$ cat src/rtl/if_fetch_ctrl.sv
// Instruction-fetch controller: PC register, IF/ID pipeline register, stall/redirect handling.
// Optional static backward-taken/forward-not-taken predictor enabled by macro IF_BTFN_PREDICT_EN.
module if_fetch_ctrl #(
  parameter logic [31:0] RESET_PC  = 32'h0000_0000,
  parameter logic [31:0] NOP_INSTR = 32'h0000_0033
) (
  input  logic        i_clk,
  input  logic        i_rst,
  output logic [31:0] o_imem_addr,
  input  logic [31:0] i_imem_instr,
  input  logic        i_stall,
  input  logic        i_redirect,
  input  logic [31:0] i_redirect_pc,
  output logic [31:0] o_id_pc,
  output logic [31:0] o_id_instr,
  output logic        o_id_valid,
  output logic        o_id_pred_taken
);

  localparam logic [31:0] ALIGN_MASK = 32'hFFFF_FFFC;

  logic [31:0] pc_reg;
  logic [31:0] pc_next;
  logic [31:0] seq_pc;
  logic        pred_taken;
  logic [31:0] id_pc_reg;
  logic [31:0] id_instr_reg;
  logic        id_valid_reg;
  logic        id_pred_reg;

  assign seq_pc = pc_reg + 32'd4;

`ifdef IF_BTFN_PREDICT_EN
  logic [31:0] b_imm;
  logic        is_branch;

  assign b_imm = {{20{i_imem_instr[31]}}, i_imem_instr[7], i_imem_instr[30:25],
                  i_imem_instr[11:8], 1'b0};
  assign is_branch  = (i_imem_instr[6:0] == 7'b1100011);
  // Sign bit of the B-immediate marks a backward branch.
  assign pred_taken = is_branch & i_imem_instr[31];
  assign pc_next    = pred_taken ? ((pc_reg + b_imm) & ALIGN_MASK) : seq_pc;
`else
  assign pred_taken = 1'b0;
  assign pc_next    = seq_pc;
`endif

  always_ff @(posedge i_clk) begin
    if (i_rst) begin
      pc_reg       <= RESET_PC & ALIGN_MASK;
      id_pc_reg    <= RESET_PC;
      id_instr_reg <= NOP_INSTR;
      id_valid_reg <= 1'b0;
      id_pred_reg  <= 1'b0;
    end else if (i_redirect) begin
      // Redirect wins over stall; the ID slot becomes a bubble, its pc is kept.
      pc_reg       <= i_redirect_pc & ALIGN_MASK;
      id_instr_reg <= NOP_INSTR;
      id_valid_reg <= 1'b0;
      id_pred_reg  <= 1'b0;
    end else if (!i_stall) begin
      pc_reg       <= pc_next;
      id_pc_reg    <= pc_reg;
      id_instr_reg <= i_imem_instr;
      id_valid_reg <= 1'b1;
      id_pred_reg  <= pred_taken;
    end
  end

  assign o_imem_addr     = pc_reg;
  assign o_id_pc         = id_pc_reg;
  assign o_id_instr      = id_instr_reg;
  assign o_id_valid      = id_valid_reg;
  assign o_id_pred_taken = id_pred_reg;

endmodule

$ cat config.mk
export PLATFORM = sky130hd
export DESIGN_NAME = if_fetch_ctrl
export DESIGN_NICKNAME = d
export VERILOG_FILES = /design/src/rtl/if_fetch_ctrl.sv
export SDC_FILE = /design/constraint.sdc
export NUM_CORES = 1
export LEC_CHECK = 0
export BUFFER_PORTS_ARGS = -buffer_cell sky130_fd_sc_hd__buf_2
export CORE_ASPECT_RATIO = 1.4
export CORE_UTILIZATION = 40
export CTS_BUF_LIST = sky130_fd_sc_hd__clkbuf_2
export DETAILED_ROUTE_END_ITERATION = 6
export PLACE_DENSITY_LB_ADDON = 0.05
export SLEW_MARGIN = 20
export SYNTH_ARGS = -nofsm -noshare
export SYNTH_HDL_FRONTEND = slang
export SYNTH_SLANG_ARGS = --single-unit
export TNS_END_PERCENT = 20
$ cat constraint.sdc
create_clock -name i_clk -period 4.5 [get_ports i_clk]
set_input_delay 0.9 -clock i_clk [delete_from_list [all_inputs] [get_ports i_clk]]
set_output_delay 0.9 -clock i_clk [all_outputs]
set_load 0.02 [all_outputs]
## Word level (Yosys, flattened, before mapping)

Cells that the tools add are included.
W data, S select, Z words.

| operators by class | value |
|---|---|
| div/mod/pow operators | 0 |
| add/sub/neg operators | 1 |
| $lt $le $gt $ge | 0 |
| bitwise logic cells | 2 |
| equality and inequality tests | 1 |
| shift operators | 0 |
| multiply operators | 0 |
| multiplexer cells | 2 |
| reduce and logical (&&, ||, !) cells | 2 |

Operators with widths:

| kind | count |
|---|---|
| $mux W32 | 2 |
| $add A32 B3 Y32 const B | 1 |
| $ne A2 B1 Y1 const B | 1 |
| $not A1 Y1 | 2 |
| $reduce_and A2 Y1 | 1 |
| $reduce_or A2 Y1 | 1 |

| storage, ports and cells | value |
|---|---|
| bits in registers | 97 |
| bits in writable memories | 0 |
| memories | 0 |
| input port bits | 68 |
| latch bits | 0 |
| output and inout bits | 98 |
| ROM bits | 0 |

## Depth between registers and ports, before layout

| logic depth | value |
|---|---|
| depth after elaboration | 3 |
| mapped depth | 6 |
| gate-level depth less buffers | 5 |

## Least setup slack after synthesis

OpenSTA, ideal clock, no wires.

| timing path | value |
|---|---|
| path type | input-to-reg |
| from | input port i_stall |
| to | register pc_reg[26], in the netlist o_imem_addr[26] |
| stages | 5 |
| path slack | 2251 ps |
| data required time | 4437 ps |
| arrival time | 2186 ps |
| path buffers | 1 |
| cells stage by stage | clkbuf_1 > and4b_1 > nand2_2 > or4b_2 > nand3_1 |

| on the way | value |
|---|---|
| word-level cells in the longest chain between the ends | 1 |

RTL lines:

| what | RTL line | RTL |
|---|---|---|
| from (decl) | 11 | `input logic i_stall,` |
| $ne A2 B1 Y1 (no line) | -- |  |
| to (signal assigned) | 50 | `pc_reg <= RESET_PC & ALIGN_MASK;` |
| to (signal assigned) | 57 | `pc_reg <= i_redirect_pc & ALIGN_MASK;` |
| to (signal assigned) | 62 | `pc_reg <= pc_next;` |
| to (decl) | 22 | `logic [31:0] pc_reg;` |

No other way between the ends.
A chain may end at the register's enable or synchronous reset.

## Final worst setup path

| timing path | value |
|---|---|
| from | input port i_redirect |
| to | register pc_reg[29], in the netlist o_imem_addr[29] |

| on the way | value |
|---|---|
| word-level cells in the longest chain between the ends | 1 |

RTL lines:

| what | RTL line | RTL |
|---|---|---|
| from (decl) | 12 | `input logic i_redirect,` |
| $ne A2 B1 Y1 (no line) / $mux W32 (equally long branches) | -- |  |

Parallel ways exist; a longest one is shown, timed or not.

==> metrics.txt <==
Tmin final=~2300 ps; Clk Latency, worst-skew pair=~550 ps; CTS tree=yes; # rows=43; GP Congestion=0.771; global-route wire length before repair=18100 um; Critical Path Source Type=primary input; Iter 0 DRT Violations=199; Netlist cell types=63; Critical Path Sink Type=flop; Req. time, crit path=about 5000 ps; drt via density=5.17; share of cells above drive strength 1=between 20 and 30%; Lkg Pwr=~2.3 nW; Die W=~90 um; max_cap viols=0; GRT Total Usage=between 20 and 25%; status=finished clean; clock transition at the registers of the reported paths=between 200 and 250 ps; type of the worst setup path=primary input to flop; Post-synth EDFFs=0; WL/cell=between 10 and 15 um; Max Clock Freq=around 440 MHz; hold crit path type=flop to flop; Mapped Cells=around 500; Hold Buf Count CTS=0; Hold Vio Cnt, Final=0; Final Hold Slack=roughly 460 ps; worst slew pin tran=between 700 and 800 ps; clk sinks=93; Core Area=0.0101 mm2; Synth area leader=dfxtp_1; DR vias=about 4000; DP Worst Slack=around 1600 ps; setup TNS=0 ps; YS warnings=0; Clock Path Buffers=2; Slew headroom=slightly above 50%; HPWL Detailed=8000 um; synth top area cells=dfxtp_1 (45%), nand2_1 (8.3%), mux2i_1 (7.9%), a21oi_1 (4.9%), nor2_1 (4.7%); Routed Antenna Nets=0; post-synthesis sequential area ratio=44.5%; Synth async-reset ratio=0%; CTS root buffer=clkbuf_2; Setup Skew=between 20 and 25 ps; dominant synthesized flop cell=dfxtp_1; Syn-to-layout area delta=21.1%; Die Area=between 0.01 and 0.015 mm2; Initial Util=41.6%; RSZ-0062 raised after global routing=false; Buffers on Ports=between 150 and 200; period utilization=51.0%; final core occ=50.3%; Synth top area share=between 40% and 50%; fin nets=701; fillcell total=~1100; final wirelength=roughly 11000 um; TritonRoute pass-1 iters=4; vias in the first global route=around 3700; # H-tree levels=3; Arr. time, crit path=2730 ps; Pwr Density=between 300 and 400 mW/mm2; Die Ht=between 100 and 150 um; Max Slew Vio Count=0; mapped cell area=between 0.004 and 0.005 mm2; Crit Path Max Fanout=38; PnR worst setup slack=around 2200 ps; #FFs+latches synth=93; post-CTS setup buffers=0; initial antenna violation count=1; Final Power=between 1.5 and 2 mW; DRC=0; # setup viols final=0; pin count of the biggest net entering global routing=41; Overflow after GRT=0; total CTS buffers=9; maximum vdd drop=about 0.18 mV; IO Count=approximately 170; PostCTS Resize Cnt=0; Post-Syn Area per Cell=approximately 8.4 um2
layer usage:
layer  routed length (um)  vias up  global-route usage, %
met5                    0        -                      0
li1                     -     2005                      -
met1                 4770     1851                   25.7
met3                  677        8                   5.21
met2                 5620      120                   36.6
met4                  144        0                   7.96
state kept, by name, indices dropped and copies added (netlist names):
signal,flops
o_id_instr,32
o_id_pc,30
o_id_valid,1
o_imem_addr,30
cell usage after synthesis, drive strengths merged (2+ instances only):
cell / number
inv: 9
a22oi: 3
o311ai: 2
a2111oi: 7
or2: 3
nor3b: 2
a211oi: 7
xor2: 2
buf: 16
dfxtp: 93
nand3b: 2
o21ai: 3
nor4: 8
nand2b: 3
a31oi: 3
a21oi: 41
a311oi: 4
nand3: 15
nor4bb: 2
xnor2: 6
nand4b: 3
and3: 4
nand4: 12
mux2i: 33
and4: 7
or4: 2
clkbuf: 28
or3: 6
nor3: 7
nor2: 52
o211ai: 2
nand2: 93
and2: 2
final timing paths:
path | startpoint | end | slack [ps] | cells after the start
max | i_redirect | o_imem_addr[29] | 2210 | 4
min | o_id_valid | o_id_valid | 460 | 2
max reg2reg | o_imem_addr[2] | o_imem_addr[18] | 2400 | 5
min reg2reg | o_id_valid | o_id_valid | 460 | 2
worst max-delay path, stage by stage:
cell	delay (ps)
buf_2	550
inv_1	560
and4_1	340
a2111oi_0	370
area by class of cell:
cell class	count	area, um2	share of cell area [%]
flip-flops and latches	93	1860	36.8
inverters	9	33.8	0.667
clock inverters	3	40.0	0.791
well taps	135	169	3.34
multi-input cells	355	2070	40.9
diodes	1	2.50	0.0494
repair buffers	164	836	16.5
clock buffers	10	50.0	0.988
placed cells by master, fill, tap and decap left out, types with 6 or more instances in the layout:
| master | Yosys | routed |
|---|---|---|
| buf_2 | 5 | 158 |
| dfxtp_1 | 93 | 93 |
| nand2_1 | 92 | 92 |
| nor2_1 | 52 | 51 |
| a21oi_1 | 41 | 41 |
| mux2i_1 | 33 | 33 |
| nand3_1 | 15 | 15 |
| nand4_1 | 11 | 11 |
| clkbuf_2 | 1 | 10 |
| inv_1 | 9 | 9 |
| nor4_1 | 8 | 8 |
| a211oi_1 | 7 | 7 |
| nor3_1 | 7 | 7 |
| xnor2_1 | 6 | 6 |
| and4_1 | 6 | 6 |
| buf_4 | 5 | 6 |
through the flow:
step / instance area (um2) / cells
2_1_floorplan: 4200 / 502
3_3_place_gp: 4970 / 756
3_5_place_dp: 4970 / 756
4_1_cts: 5060 / 769
5_1_grt: 5060 / 770
6_report: 5060 / 770
power breakdown:
part           switching [mW]  leakage, nW  internal, mW
Sequential             0.0459        0.761         0.861
Clock                   0.267       0.0635         0.120
Combinational           0.139         1.43        0.0891
Total                   0.451         2.26          1.07
cells by family after synthesis:
kind of cell	share of synthesized area [%]
AOI/OAI and AO/OA	12.7
xor gates and xnor gates	1.68
adders and majority gates	0.299
buffers and inverters	6.37
DFF	44.5
muxes	7.90
other	0.0897
and+or+nand+nor	26.5
No activity file was read; power rests on OpenSTA's default activity.
